--- config.mk ---
export PLATFORM = sky130hd
export DESIGN_NAME = mem_rd_seq
export DESIGN_NICKNAME = d
export VERILOG_FILES = /design/src/rtl/mem_pkg.sv /design/src/rtl/mem_skew_line.sv /design/src/rtl/mem_rd_seq.sv
export SDC_FILE = /design/constraint.sdc
export NUM_CORES = 1
export LEC_CHECK = 0
export ABC_AREA = 1
export BUFFER_PORTS_ARGS = -buffer_cell sky130_fd_sc_hd__buf_2
export CAP_MARGIN = 15
export CELL_PAD_IN_SITES_DETAIL_PLACEMENT = 1
export CELL_PAD_IN_SITES_GLOBAL_PLACEMENT = 1
export CORE_MARGIN = 4
export CORE_UTILIZATION = 40
export DETAILED_ROUTE_END_ITERATION = 10
export PLACE_DENSITY = 0.78
export SLEW_MARGIN = 20
export SYNTH_ARGS = -nofsm -noshare
export SYNTH_HDL_FRONTEND = slang
export SYNTH_SLANG_ARGS = --single-unit
--- constraint.sdc ---
create_clock -name clk -period 1.9 [get_ports clk]
set_clock_uncertainty 0.2 [all_clocks]
set_input_delay 0.38 -clock clk [delete_from_list [all_inputs] [get_ports clk]]
set_output_delay 0.38 -clock clk [all_outputs]
set_load 0.01 [all_outputs]
--- src/rtl/mem_pkg.sv ---
// mem_pkg
// Shared definitions for the SRAM bank read sequencer: default bank
// address width, command length width and the sequencer FSM state type.
package mem_pkg;

    localparam int MEM_ADDR_W = 8;
    localparam int MEM_LEN_W  = MEM_ADDR_W + 1;

    typedef enum logic [1:0] {
        IDLE  = 2'd0,
        ISSUE = 2'd1,
        DRAIN = 2'd2
    } mem_state_e;

    // Length field needs one extra bit so a full bank (2^addr_w words)
    // can be requested.
    function automatic int mem_len_w(input int addr_w);
        return addr_w + 1;
    endfunction

endpackage

--- src/rtl/mem_skew_line.sv ---
// mem_skew_line
// SYS_ROW-stage delay line for {en, addr}. Stage i carries the bank-0
// issue stream delayed by i+1 advancing cycles. While hold is high every
// stage keeps its contents, addresses stay on the outputs and all output
// enables are forced low for the following cycle.
//
// Ports
//   clk, rstn    clock, async active-low reset
//   hold         freeze the line and blank the enables
//   in_en        bank-0 issue strobe for the next stage-0 load
//   in_addr      bank-0 issue address
//   out_en       per-stage registered read strobe
//   out_addr     per-stage registered read address
module mem_skew_line
    import mem_pkg::*;
#(
    parameter int SYS_ROW = 16,
    parameter int ADDR_W  = MEM_ADDR_W
) (
    input  logic               clk,
    input  logic               rstn,
    input  logic               hold,
    input  logic               in_en,
    input  logic [ADDR_W-1:0]  in_addr,
    output logic [SYS_ROW-1:0] out_en,
    output logic [ADDR_W-1:0]  out_addr [0:SYS_ROW-1]
);

    logic [SYS_ROW-1:0] en_q, en_d;
    logic [SYS_ROW-1:0] en_out_q, en_out_d;
    logic [ADDR_W-1:0]  addr_q [0:SYS_ROW-1];
    logic [ADDR_W-1:0]  addr_d [0:SYS_ROW-1];

    // en_q remembers which stages hold a live read across a hold; the
    // visible strobe en_out_q is blanked separately so nothing is lost.
    always_comb begin
        en_d     = en_q;
        addr_d   = addr_q;
        en_out_d = '0;
        if (!hold) begin
            en_d[0]   = in_en;
            addr_d[0] = in_addr;
            for (int i = 1; i < SYS_ROW; i++) begin
                en_d[i]   = en_q[i-1];
                addr_d[i] = addr_q[i-1];
            end
            en_out_d = en_d;
        end
    end

    always_ff @(posedge clk or negedge rstn) begin
        if (!rstn) begin
            en_q     <= '0;
            en_out_q <= '0;
            for (int i = 0; i < SYS_ROW; i++) begin
                addr_q[i] <= '0;
            end
        end else begin
            en_q     <= en_d;
            en_out_q <= en_out_d;
            for (int i = 0; i < SYS_ROW; i++) begin
                addr_q[i] <= addr_d[i];
            end
        end
    end

    assign out_en   = en_out_q;
    assign out_addr = addr_q;

endmodule

--- src/rtl/mem_rd_seq.sv ---
// mem_rd_seq
// Read sequencer for the per-row SRAM bank array. Takes a tile command
// (base, len) and issues len consecutive reads per bank with a one-cycle
// diagonal skew between neighbouring banks, produces per-row data-valid
// strobes aligned to SRAM read data, honours downstream stall and pulses
// done with the last row's final valid beat.
//
// Ports
//   clk, rstn        clock, async active-low reset
//   cmd_valid/ready  tile command handshake
//   cmd_base         first word address of the tile
//   cmd_len          vectors per bank, 0..2^ADDR_W
//   stall            downstream backpressure
//   rd_en, rd_addr   per-bank SRAM read port
//   row_valid        rd_data[i] valid this cycle
//   busy             tile in progress
//   done             one-cycle tile-complete pulse
//
// state | meaning
// IDLE  | ready for a command; len=0 commands complete here
// ISSUE | bank 0 stepping through base..base+len-1
// DRAIN | skew line and read latency emptying; ends with done
module mem_rd_seq
    import mem_pkg::*;
#(
    parameter int SYS_ROW = 16,
    parameter int ADDR_W  = MEM_ADDR_W,
    parameter int RD_LAT  = 1
) (
    input  logic               clk,
    input  logic               rstn,
    input  logic               cmd_valid,
    output logic               cmd_ready,
    input  logic [ADDR_W-1:0]  cmd_base,
    input  logic [ADDR_W:0]    cmd_len,
    input  logic               stall,
    output logic [SYS_ROW-1:0] rd_en,
    output logic [ADDR_W-1:0]  rd_addr [0:SYS_ROW-1],
    output logic [SYS_ROW-1:0] row_valid,
    output logic               busy,
    output logic               done
);

    localparam int LEN_W    = mem_len_w(ADDR_W);
    localparam int DRN_INIT = SYS_ROW - 1 + RD_LAT;
    localparam int DRN_W    = $clog2(DRN_INIT + 1);

    mem_state_e          state_q, state_d;
    logic [ADDR_W-1:0]   next_addr_q, next_addr_d;
    logic [LEN_W-1:0]    remain_q, remain_d;
    logic [DRN_W-1:0]    drain_cnt_q, drain_cnt_d;
    logic                done_q, done_d;
    logic                busy_q, busy_d;
    logic                cmd_ready_q, cmd_ready_d;
    logic                issue_en;
    logic [ADDR_W-1:0]   issue_addr;
    logic                drain_step;
    logic [SYS_ROW-1:0]  vld_q [0:RD_LAT-1];
    logic [SYS_ROW-1:0]  vld_d [0:RD_LAT-1];

    // The first SYS_ROW-1 drain steps move the last vector through the
    // skew line and only advance on non-stalled cycles. The final RD_LAT
    // steps track the free-running valid pipe, so they ignore stall and
    // done stays aligned with the last row_valid beat.
    assign drain_step = !stall || (drain_cnt_q <= DRN_W'(RD_LAT));

    always_comb begin
        state_d     = state_q;
        next_addr_d = next_addr_q;
        remain_d    = remain_q;
        drain_cnt_d = drain_cnt_q;
        done_d      = 1'b0;
        issue_en    = 1'b0;
        issue_addr  = next_addr_q;
        case (state_q)
            IDLE: begin
                if (cmd_valid && cmd_ready_q) begin
                    if (cmd_len == '0) begin
                        done_d = 1'b1;
                    end else if (stall) begin
                        // Skew line is frozen this cycle; start from base in ISSUE.
                        next_addr_d = cmd_base;
                        remain_d    = cmd_len;
                        state_d     = ISSUE;
                    end else begin
                        issue_en    = 1'b1;
                        issue_addr  = cmd_base;
                        next_addr_d = cmd_base + ADDR_W'(1);
                        remain_d    = cmd_len - LEN_W'(1);
                        if (cmd_len == LEN_W'(1)) begin
                            state_d     = DRAIN;
                            drain_cnt_d = DRN_W'(DRN_INIT);
                        end else begin
                            state_d = ISSUE;
                        end
                    end
                end
            end
            ISSUE: begin
                if (!stall) begin
                    issue_en    = 1'b1;
                    next_addr_d = next_addr_q + ADDR_W'(1);
                    remain_d    = remain_q - LEN_W'(1);
                    if (remain_q == LEN_W'(1)) begin
                        state_d     = DRAIN;
                        drain_cnt_d = DRN_W'(DRN_INIT);
                    end
                end
            end
            DRAIN: begin
                if (done_q) begin
                    state_d = IDLE;
                end else if (drain_step) begin
                    drain_cnt_d = drain_cnt_q - DRN_W'(1);
                    if (drain_cnt_q == DRN_W'(1)) begin
                        done_d = 1'b1;
                    end
                end
            end
            default: state_d = IDLE;
        endcase
        busy_d      = (state_d != IDLE);
        cmd_ready_d = (state_d == IDLE) && !done_d;
    end

    always_ff @(posedge clk or negedge rstn) begin
        if (!rstn) begin
            state_q     <= IDLE;
            next_addr_q <= '0;
            remain_q    <= '0;
            drain_cnt_q <= '0;
            done_q      <= 1'b0;
            busy_q      <= 1'b0;
            cmd_ready_q <= 1'b1;
        end else begin
            state_q     <= state_d;
            next_addr_q <= next_addr_d;
            remain_q    <= remain_d;
            drain_cnt_q <= drain_cnt_d;
            done_q      <= done_d;
            busy_q      <= busy_d;
            cmd_ready_q <= cmd_ready_d;
        end
    end

    mem_skew_line #(
        .SYS_ROW (SYS_ROW),
        .ADDR_W  (ADDR_W)
    ) u_skew (
        .clk      (clk),
        .rstn     (rstn),
        .hold     (stall),
        .in_en    (issue_en),
        .in_addr  (issue_addr),
        .out_en   (rd_en),
        .out_addr (rd_addr)
    );

    // Valid pipe mirrors SRAM read latency and runs regardless of stall.
    always_comb begin
        vld_d[0] = rd_en;
        for (int k = 1; k < RD_LAT; k++) begin
            vld_d[k] = vld_q[k-1];
        end
    end

    always_ff @(posedge clk or negedge rstn) begin
        if (!rstn) begin
            for (int k = 0; k < RD_LAT; k++) begin
                vld_q[k] <= '0;
            end
        end else begin
            for (int k = 0; k < RD_LAT; k++) begin
                vld_q[k] <= vld_d[k];
            end
        end
    end

    assign row_valid = vld_q[RD_LAT-1];
    assign busy      = busy_q;
    assign done      = done_q;
    assign cmd_ready = cmd_ready_q;

endmodule

==> metrics.log, run 1 <==
INFO  metric die_h = 153 um
INFO  metric hold_viol = 0
INFO  metric largest_cells_by_area_after_synthesis = dfrtp_1 (59%), nand2_1 (16%), o21ai_0 (5.0%)
INFO  metric place_area = 9820 um2
INFO  metric cts_root_buf = clkbuf_16
INFO  metric timing.hold.worst.class = in -> reg
INFO  metric tritoncts = done
INFO  metric rr_worst_depth = 8
INFO  metric timing.final.crit_period = 1.74 ns
INFO  metric path_class = reg -> reg
INFO  metric grt_util_all_layers = 20.1%
INFO  metric cts.sink_count = 202
INFO  metric achievable-frequency = 0.575 GHz
INFO  metric synthesis.yosys.warnings = 0
INFO  metric worst_pin_slew = 0.496 ns
INFO  metric nets = 1197
INFO  metric syn_to_final_growth = 25.3%
INFO  metric clk_latency = 0.50 ns
INFO  metric worstReg2RegEnd = state_q[0]$_DFF_PN0_
INFO  metric route.vias.total = 7107
INFO  metric setup_slack = 0.162 ns
INFO  metric crit_required = 2.13 ns
INFO  metric postLayoutCellArea = 10600 um2
INFO  metric worst_hold_launch = cmd_base[6]
INFO  metric cts.clk_slew.worst_paths = 0.06 ns
INFO  metric syn_nets = 1000
INFO  metric hold_path_end = u_skew.out_addr[126]$_DFFE_PN0N_
INFO  metric critPathArrivalTime = 1.97 ns
INFO  metric synth_most_common_cell = nand2_1
INFO  metric placeableCoreArea = 20500 um2
INFO  metric syn_avg_cell_area = 8.73 um2
INFO  metric routed_wl = 23800 um
INFO  metric cts_inserted_buffers = 23
INFO  metric h-tree-depth = 1
INFO  metric die_width = 153 um
INFO  metric drt_drc_violations_left = 0
INFO  metric drt_iter0_drc = 270
INFO  metric timing.final.crit_share = 91.5%
INFO  metric setup_total_negative_slack = 0 ns
INFO  metric placement.io_buffers = 183
INFO  metric placed_cells_incl_taps = 1410
INFO  metric yosysTopAreaCellShare = 59.4%
INFO  metric max_slew_headroom = 67.0%
INFO  metric avgRoutedWirePerCell = 16.4 um
INFO  metric critical_path_startpoint_category = flop
INFO  metric ys_dominant_reg_cell = dfrtp_1
INFO  metric worst_setup_path_end_kind = flop
INFO  metric floorplan.die_area = 23600 um2
INFO  metric diodes = 0
INFO  metric hold_path_depth = 3
INFO  metric gr-total-overflow = 0
INFO  metric cts_max_path_buffers = 3
INFO  metric synth_cell_types = 31
INFO  metric synth-edff-count = 0
INFO  metric worst_r2r_startpoint = cmd_ready$_DFF_PN1_
INFO  metric maxSlewViolCount = 0
INFO  metric row_count = 52
INFO  metric ys_seq_area_share = 59.7%
INFO  metric largest_net_degree_at_the_start_of_global_routing = 117
INFO  metric timing.reg2reg.setup_slack = 0.16 ns
INFO  metric dp_slack = -0.0562 ns
INFO  metric ys_ff_latch = 202
INFO  metric power.leakage = 5.85 nW
INFO  metric powerDensity = 1310 nW/um2
INFO  metric vdd.ir_drop.worst = 640 uV
INFO  metric grt_pass1_vias = 7688
INFO  metric routabilityCongestion = 0.858
INFO  metric outcome = finished clean
INFO  metric syn_area = 8470 um2
INFO  metric timing.final.setup_violations = 0
INFO  metric number_of_antenna_violations_at_the_first_check_in_global_routing = 1
INFO  metric max_cap_viol_count = 0
INFO  metric cp_max_fo = 5
INFO  metric grt_first_pass_wirelength = 39300 um
INFO  metric drt_first_pass_iters = 4
INFO  metric initial_utilization = 41.3%
INFO  metric async_reset_ff_share = 100%
INFO  metric place_hpwl = 16900 um
INFO  metric finalNonFillerCells = 1454
INFO  metric design.portCount = 184
INFO  metric fin_worst_hold_slack = 0.0293 ns
INFO  metric avgViaCountPerCell = 4.89
INFO  metric synth_largest_area_cell = dfrtp_1
INFO  metric synth_cells = 970
INFO  metric synth.cells.most_frequent = nand2_1 (363), dfrtp_1 (201), inv_1 (90), o21ai_0 (85), nor2_1 (58)
INFO  metric share_of_layout_cells_above_drive_strength_1 = 22.9%
INFO  metric ant_nets = 0
-- cells by family (layout without fill, tap and decap cells) --
family,after synthesis,in the layout,share of synthesized area (%)
AOI/OAI and AO/OA,128,128,8.19
adders and majority gates,9,9,1.33
and+or+nand+nor,489,489,23.3
xor gates and xnor gates,6,6,0.621
buffers and inverters,136,350,6.80
DFF,202,202,59.7
-- final cells by class --
type                       count  area [um2]
fill                        2491        9890
sequential                   202        5060
multi-input combinational    632        2860
timing repair buffer         212        1250
clock buffer                  32         659
inverter                      96         363
tap                          270         338
clock inverter                10        87.6
-- where the power goes --
group / internal, W / switching, W / leakage (nW)
sequential: 0.00527 / 0.000735 / 2.66
combinational: 0.00134 / 0.00222 / 2.83
clock: 0.00257 / 0.00172 / 0.367
total: 0.00917 / 0.00468 / 5.85
-- placed cells by master (no fill, tap or decap), types with 3 or more instances in the layout --
cell         n
o21ai_1     20
nand4_1      5
a21oi_1      4
xor2_1       4
dfrtp_1    201
clkbuf_1     4
buf_2      181
buf_4       21
clkbuf_16   23
nor2_4       3
clkinv_2     5
nand2_2      3
o21ai_0     85
inv_1       89
inv_2        6
nor2_1      58
buf_12       8
clkbuf_8     6
nand2_1    363
ha_1         9
nand3_1     45
o21bai_1    14
-- how the worst max path moves through the flow --
stage | slack, ns | cells after the start | end | startpoint
after floorplan | 0.21 | 10 | remain_q[0]$_DFFE_PN0P_ | cmd_len[1]
after global placement | -0.006 | 12 | next_addr_q[7]$_DFFE_PN0P_ | cmd_len[0]
after detailed placement | -0.06 | 12 | next_addr_q[7]$_DFFE_PN0P_ | cmd_len[0]
after CTS | 0.07 | 9 | drain_cnt_q[1]$_DFFE_PN0P_ | remain_q[1]$_DFFE_PN0P_
after global routing | -0.0005 | 10 | cmd_ready$_DFF_PN1_ | remain_q[1]$_DFFE_PN0P_
final | 0.16 | 8 | state_q[0]$_DFF_PN0_ | cmd_ready$_DFF_PN1_
-- worst max-delay path, stage by stage (launching register included) --
cell	delay [ns]
dfstp_2	0.53
nand2_1	0.11
nor3_4	0.19
nand2_4	0.13
buf_4	0.16
nor2_1	0.12
nor2_1	0.08
buf_4	0.13
inv_1	0.04
-- timing repair --
item,CTS,global route
buffers inserted,0,1
setup endpoints to repair,0,11
resized for setup,0,4
endpoints found under the hold margin,37,0
hold buffers,1,0
-- stage by stage --
| step | total power [W] | utilization, % |
|---|---|---|
| 5_1_grt | 0.0148 | 51.8 |
| 3_5_place_dp | 0.00962 | 47.9 |
| 6_report | 0.0138 | 51.8 |
| 4_1_cts | 0.0140 | 51.6 |
| 3_3_place_gp | 0.00947 | 47.9 |
| 2_1_floorplan | 0.00794 | - |
-- per-layer routing --
| metal | track usage [%] | share of wire [%] |
|---|---|---|
| met1 | 26.7 | 43 |
| met2 | 35.3 | 50 |
| met3 | 2.67 | 4.5 |
| met4 | 4.92 | 2.0 |
| met5 | 0 | 0.029 |
-- flip-flops by register name, summed over array words and instances (netlist names) --
register,count
done,1
u_skew.out_en,16
u_skew.en_q,15
next_addr_q,8
cmd_ready,1
remain_q,9
u_skew.out_addr,128
row_valid,16
state_q,2
busy,1
drain_cnt_q,5
Note: power is estimated with default switching activity, not from simulation.
==> inputs of run 2 (changes only) <==
- BUFFER_PORTS_ARGS: -buffer_cell sky130_fd_sc_hd__buf_2 -> -buffer_cell sky130_fd_sc_hd__buf_4
==> metrics.log, run 2 (synthesis gave the netlist of run 1 again) <==
INFO  metric cell_mode_on_critical_path = nand2_1
INFO  metric placement.io_buffers = 183 (unchanged)
INFO  metric grt_util_all_layers = 20.5% (+0.34 points)
INFO  metric critical_path_startpoint_category = flop
INFO  metric critPathArrivalTime = 1.97 ns (about the same)
INFO  metric grt_setup_unrepaired = yes
INFO  metric timing.final.crit_share = 93.9% (+2.4 points)
INFO  metric maxSlewViolCount = 0 (unchanged)
INFO  metric clk_latency = 0.50 ns (about the same)
INFO  metric dp_slack = -0.0498 ns (+0.00641 ns)
INFO  metric timing.hold.worst.class = in -> reg
INFO  metric hold_viol = 0 (unchanged)
INFO  metric routed_wl = 24400 um (+2.2%)
INFO  metric largest_reg_flops = 128 (unchanged)
INFO  metric cp_max_fo = 28 (+23)
INFO  metric nets = 1192 (-0.42%)
INFO  metric fillerInstances = 2414 (-3.1%)
INFO  metric outcome = finished clean
INFO  metric place_hpwl = 17100 um (+1.3%)
INFO  metric placed_cells_incl_taps = 1406 (-0.28%)
INFO  metric timing.critical_path.slowest_stage_cell = dfstp_2
INFO  metric largest_net_degree_at_the_start_of_global_routing = 125 (+6.8%)
INFO  metric cts.sink_count = 202 (unchanged)
INFO  metric powerDensity = 1290 nW/um2 (-0.88%)
INFO  metric timing.final.crit_period = 1.78 ns (+0.0463 ns)
INFO  metric die_width = 153 um (unchanged)
INFO  metric cts.clk_slew.worst_paths = 0.06 ns (about the same)
INFO  metric diodes = 0 (unchanged)
INFO  metric die_h = 153 um (unchanged)
INFO  metric multi_input_comb_area = 2850 um2 (-0.31%)
INFO  metric ff_latch_area = 5060 um2 (about the same)
INFO  metric achievable-frequency = 0.560 GHz (-2.6%)
INFO  metric syn_to_final_growth = 29.6%
INFO  metric drt_first_pass_iters = 5 (+1)
INFO  metric floorplan.die_area = 23600 um2 (unchanged)
INFO  metric worst_setup_path_end_kind = flop
INFO  metric cpPeakStageDelay = 0.53 ns (about the same)
INFO  metric timing.final.setup_violations = 0 (unchanged)
INFO  metric placeableCoreArea = 20500 um2 (unchanged)
INFO  metric finalNonFillerCells = 1449 (-0.34%)
INFO  metric setup_slack = 0.115 ns (-0.0463 ns)
INFO  metric worst_pin_slew = 0.518 ns (+0.0228 ns)
INFO  metric critical_path.cell_chain = nand2_1 > nor3_4 > nand2_4 > nand2_4 > o21ai_0 > nand2_1 > nand2_1
INFO  metric initial_utilization = 41.3% (unchanged)
INFO  metric ant_nets = 0 (unchanged)
INFO  metric max_slew_headroom = 65.4% (-1.5 points)
INFO  metric h-tree-depth = 1 (unchanged)
INFO  metric max_cap_viol_count = 0 (unchanged)
INFO  metric drt_iter0_drc = 269 (-0.37%)
INFO  metric vdd.ir_drop.worst = 573 uV (-11%)
INFO  metric tritoncts = done
INFO  metric row_count = 52 (unchanged)
INFO  metric path_class = reg -> reg
INFO  metric route.vias.total = 7119 (+0.17%)
INFO  metric layout.cells.most_common_list = nand2_1 (363), dfrtp_1 (200), buf_4 (199), inv_1 (90), o21ai_0 (85)
INFO  metric cts_root_buf = clkbuf_16
INFO  metric cts_inserted_buffers = 23 (unchanged)
INFO  metric avgRoutedWirePerCell = 16.8 um (+2.6%)
INFO  metric power.leakage = 5.86 nW (+0.15%)
INFO  metric gr-total-overflow = 0 (unchanged)
INFO  metric layout_commonest_cell = nand2_1
INFO  metric grt_pass1_vias = 7543 (-1.9%)
INFO  metric share_of_layout_cells_above_drive_strength_1 = 22.7% (-0.16 points)
INFO  metric avgViaCountPerCell = 4.91 (+0.51%)
INFO  metric design.portCount = 184 (unchanged)
INFO  metric crit_required = 2.09 ns (-0.04 ns)
INFO  metric grt_first_pass_wirelength = 39900 um (+1.4%)
INFO  metric number_of_antenna_violations_at_the_first_check_in_global_routing = 0 (-1)
INFO  metric routabilityCongestion = 0.864 (+0.65%)
INFO  metric cts_max_path_buffers = 3 (unchanged)
INFO  metric drt_drc_violations_left = 0 (unchanged)
==> run 2: metal layers <==
metal	vias up	routed length [um]	track usage, %
li1	3402	-	-
met3	27	1320	2.95
met2	179	12400	36.6
met4	0	395	4.88
met1	3511	10200	26.4
met5	-	0	0
==> run 2: power by group <==
part	leakage (nW)	switching [W]	internal [W]
clock	0.369	0.00176	0.00246
sequential	2.66	0.000778	0.00527
combinational	2.84	0.00223	0.00170
==> run 2: final cells by class <==
type / instances / share of cell area (%)
clock buffer: 31 / 6.07
clock inverter: 11 / 0.593
inverter: 96 / 3.31
multi-input combinational: 632 / 25.9
sequential: 202 / 46.1
tap: 270 / 3.08
timing repair buffer: 207 / 14.9
==> run 2: critical path: cells and delay by family (launching register included) <==
kind               cells  cell delay [ns]
AOI/OAI and AO/OA      1             0.15
and+or+nand+nor        6             0.79
DFF                    1             0.53
==> run 2: worst paths after layout <==
check,from,endpoint,slack (ns),cells after the start
max,cmd_ready$_DFF_PN1_,remain_q[5]$_DFFE_PN0P_,0.12,7
min,cmd_base[5],u_skew.out_addr[125]$_DFFE_PN0N_,0.03,3
max reg2reg,cmd_ready$_DFF_PN1_,remain_q[5]$_DFFE_PN0P_,0.12,7
min reg2reg,u_skew.out_en[8]$_DFF_PN0_,row_valid[8]$_DFF_PN0_,0.17,0
max in group asynchronous,rstn,cmd_ready$_DFF_PN1_,0.76,3
min in group asynchronous,rstn,u_skew.out_addr[36]$_DFFE_PN0N_,0.14,2
==> run 2: through the flow <==
step / setup TNS (ns) / area (um2) / hold slack, ns / utilization (%) / power [W]
CTS: 0 / 11000 / 0.00547 / 53.5 / 0.0144
finish: 0 / 11000 / 0.0302 / 53.5 / 0.0142
global placement: -0.0319 / 10200 / 0.0975 / 49.9 / 0.00989
floorplan: 0 / 8470 / -0.116 / - / 0.00794
detailed placement: -0.242 / 10200 / 0.0979 / 49.9 / 0.0101
global route: -0.0173 / 11000 / 0.0169 / 53.5 / 0.0151
==> run 2: timing repair <==
action                                 in CTS  in global routing
endpoints found under the hold margin     201                  0
hold buffers                                1                  0
setup endpoints to repair                   0                  9
setup buffers                               0                  0
gates resized for setup                     0                  3
==> inputs of run 3 (changes only) <==
- CORE_MARGIN: 4 -> not set
==> metrics.log, run 3 (synthesis gave the netlist of run 1 again) <==
INFO  metric rr_worst_depth = 8 (+1)
INFO  metric worst_r2r_startpoint = state_q[1]$_DFF_PN0_
INFO  metric fillerInstances = 2460 (+1.9%)
INFO  metric net-switching-power = 0.00477 W (about the same)
INFO  metric crit_required = 2.10 ns (about the same)
INFO  metric hold_path_depth = 3 (unchanged)
INFO  metric ff_latch_area = 5060 um2 (about the same)
INFO  metric clockPowerShare = 32.3% (+2.6 points)
INFO  metric cts_root_buf = clkbuf_16
INFO  metric timing.final.setup_violations = 0 (unchanged)
INFO  metric timing.final.crit_period = 1.78 ns (-0.00942 ns)
INFO  metric powerDensity = 1330 nW/um2 (+2.7%)
INFO  metric cts_max_path_buffers = 3 (unchanged)
INFO  metric ant_nets = 0 (unchanged)
INFO  metric max_cap_viol_count = 0 (unchanged)
INFO  metric cell_internal_power_dissipation = 0.00999 W (+5.9%)
INFO  metric fin_worst_hold_slack = 0.0249 ns (-0.00527 ns)
INFO  metric worstReg2RegEnd = drain_cnt_q[3]$_DFFE_PN0P_
INFO  metric drt_iter0_drc = 283 (+5.2%)
INFO  metric path_class = reg -> reg
INFO  metric setup_slack = 0.125 ns (+0.00942 ns)
INFO  metric row_count = 52 (unchanged)
INFO  metric grt_pass1_vias = 7401 (-1.9%)
INFO  metric timing.reg2reg.setup_slack = 0.12 ns (about the same)
INFO  metric maxSlewViolCount = 0 (unchanged)
INFO  metric grt_first_pass_wirelength = 38800 um (-2.7%)
INFO  metric timing.final.crit_share = 93.4% (-0.50 points)
INFO  metric timing.critical_path.from = state_q[1]$_DFF_PN0_
INFO  metric nets = 1195 (+0.25%)
INFO  metric critPathArrivalTime = 1.97 ns (about the same)
INFO  metric syn_to_final_growth = 31.1%
INFO  metric h-tree-depth = 1 (unchanged)
INFO  metric critical_path_startpoint_category = flop
INFO  metric drt_first_pass_iters = 4 (-1)
INFO  metric avgRoutedWirePerCell = 16.4 um (-2.8%)
INFO  metric clk_latency = 0.50 ns (about the same)
INFO  metric fin_total_pwr = 0.0148 W (+3.9%)
INFO  metric outcome = finished clean
INFO  metric floorplan.die_area = 21800 um2 (-7.7%)
INFO  metric number_of_antenna_violations_at_the_first_check_in_global_routing = 0 (unchanged)
INFO  metric placement.io_buffers = 183 (unchanged)
INFO  metric gr-total-overflow = 0 (unchanged)
INFO  metric switching_fraction = 32.3% (-1.3 points)
INFO  metric timing.hold.worst.class = in -> reg
INFO  metric layout.cells.most_common_list = nand2_1 (363), dfrtp_1 (201), buf_4 (201), inv_1 (90), o21ai_0 (85)
INFO  metric drt_drc_violations_left = 0 (unchanged)
INFO  metric diodes = 0 (unchanged)
INFO  metric p_seq_share = 41.0% (-1.6 points)
INFO  metric routabilityCongestion = 0.872 (+0.97%)
INFO  metric power.combinational.fraction = 26.7% (-1.0 points)
INFO  metric cp_max_fo = 7 (-75%)
INFO  metric largest_reg_flops = 128 (unchanged)
INFO  metric worstSetupEndpoint = drain_cnt_q[3]$_DFFE_PN0P_
INFO  metric placeableCoreArea = 20500 um2 (unchanged)
INFO  metric power.leakage = 5.92 nW (+0.96%)
INFO  metric achievable-frequency = 0.563 GHz (+0.53%)
INFO  metric max_slew_headroom = 63.5% (-2.0 points)
INFO  metric die_width = 147 um (-3.9%)
INFO  metric share_of_layout_cells_above_drive_strength_1 = 22.8% (+0.046 points)
INFO  metric grt_setup_unrepaired = no
INFO  metric avgViaCountPerCell = 4.93 (+0.34%)
INFO  metric cts_inserted_buffers = 23 (unchanged)
INFO  metric route.vias.total = 7153 (+0.48%)
INFO  metric cts.clk_slew.worst_paths = 0.06 ns (about the same)
INFO  metric design.portCount = 184 (unchanged)
INFO  metric tritoncts = done
INFO  metric layout_commonest_cell = nand2_1
INFO  metric vdd.ir_drop.worst = 493 uV (-14%)
INFO  metric hold_viol = 0 (unchanged)
INFO  metric die_h = 147 um (-3.9%)
INFO  metric multi_input_comb_area = 2850 um2 (unchanged)
INFO  metric largest_net_degree_at_the_start_of_global_routing = 123 (-1.6%)
INFO  metric place_hpwl = 16600 um (-2.8%)
INFO  metric grt_util_all_layers = 22.2% (+1.7 points)
INFO  metric cts.sink_count = 202 (unchanged)
INFO  metric cts_post_setup_buffers_inserted = 0 (unchanged)
INFO  metric worst_setup_path_end_kind = flop
INFO  metric dp_slack = -0.0180 ns (+0.0317 ns)
INFO  metric worst_pin_slew = 0.548 ns (+0.0293 ns)
INFO  metric routed_wl = 23700 um (-2.6%)
INFO  metric initial_utilization = 41.3% (unchanged)
## run 3: critical path, cell delays in order (launching register included)
cell	delay, ns
dfrtp_1	0.47
buf_4	0.18
nand2_2	0.11
o22ai_1	0.18
nand2_1	0.13
nor2_4	0.19
nand2_4	0.09
nand2_1	0.07
nand2_1	0.05
## run 3: area by class of cell
type | count | area share [%]
Clock inverter | 10 | 1.43
Inverter | 96 | 3.27
Clock buffer | 31 | 6.00
Sequential cell | 202 | 45.5
Multi-Input combinational cell | 632 | 25.6
Tap cell | 270 | 3.04
Timing Repair Buffer | 210 | 15.1
## run 3: how the worst min path moves through the flow
stage / endpoint / startpoint / slack (ns)
detailed placement: u_skew.out_addr[36]$_DFFE_PN0N_ / rstn / 0.006
finish: u_skew.out_addr[124]$_DFFE_PN0N_ / cmd_base[4] / 0.02
global placement: u_skew.out_addr[36]$_DFFE_PN0N_ / rstn / 0.006
CTS: u_skew.out_addr[124]$_DFFE_PN0N_ / cmd_base[4] / 0.006
global route: u_skew.out_addr[125]$_DFFE_PN0N_ / cmd_base[5] / 0.03
floorplan: busy$_DFF_PN0_ / rstn / -0.12
## run 3: timing repair
action                                 4_1_cts  5_1_grt
gates resized for setup                      0        2
endpoints found under the hold margin      202        0
setup endpoints to repair                    0        7
hold buffers                                 1        0
## run 3: per-stage QoR
step           cells  TNS (ns)  util [%]  instance area (um2)
6_report        1451         0      54.2                11100
5_1_grt         1451         0      54.2                11100
4_1_cts         1451         0      54.1                11100
3_5_place_dp    1409   -0.0834      50.0                10300
3_3_place_gp    1409         0      50.0                10300
2_1_floorplan    970         0         -                 8470
## run 3: per-layer routing
layer  global-route usage, %  routed length (um)
met1                    29.3               10500
met2                    38.6               12000
met3                    3.09                 898
met4                    5.26                 293
met5                       0                   0
## run 3: power by group through the flow
stage                     combinational (W)  clock, W  sequential (W)
after global placement              0.00382         0         0.00607
after global routing                0.00442   0.00505         0.00617
after detailed placement            0.00396         0         0.00611
after floorplan                     0.00168         0         0.00626
after CTS                           0.00400   0.00488         0.00605
final                               0.00394   0.00477         0.00604
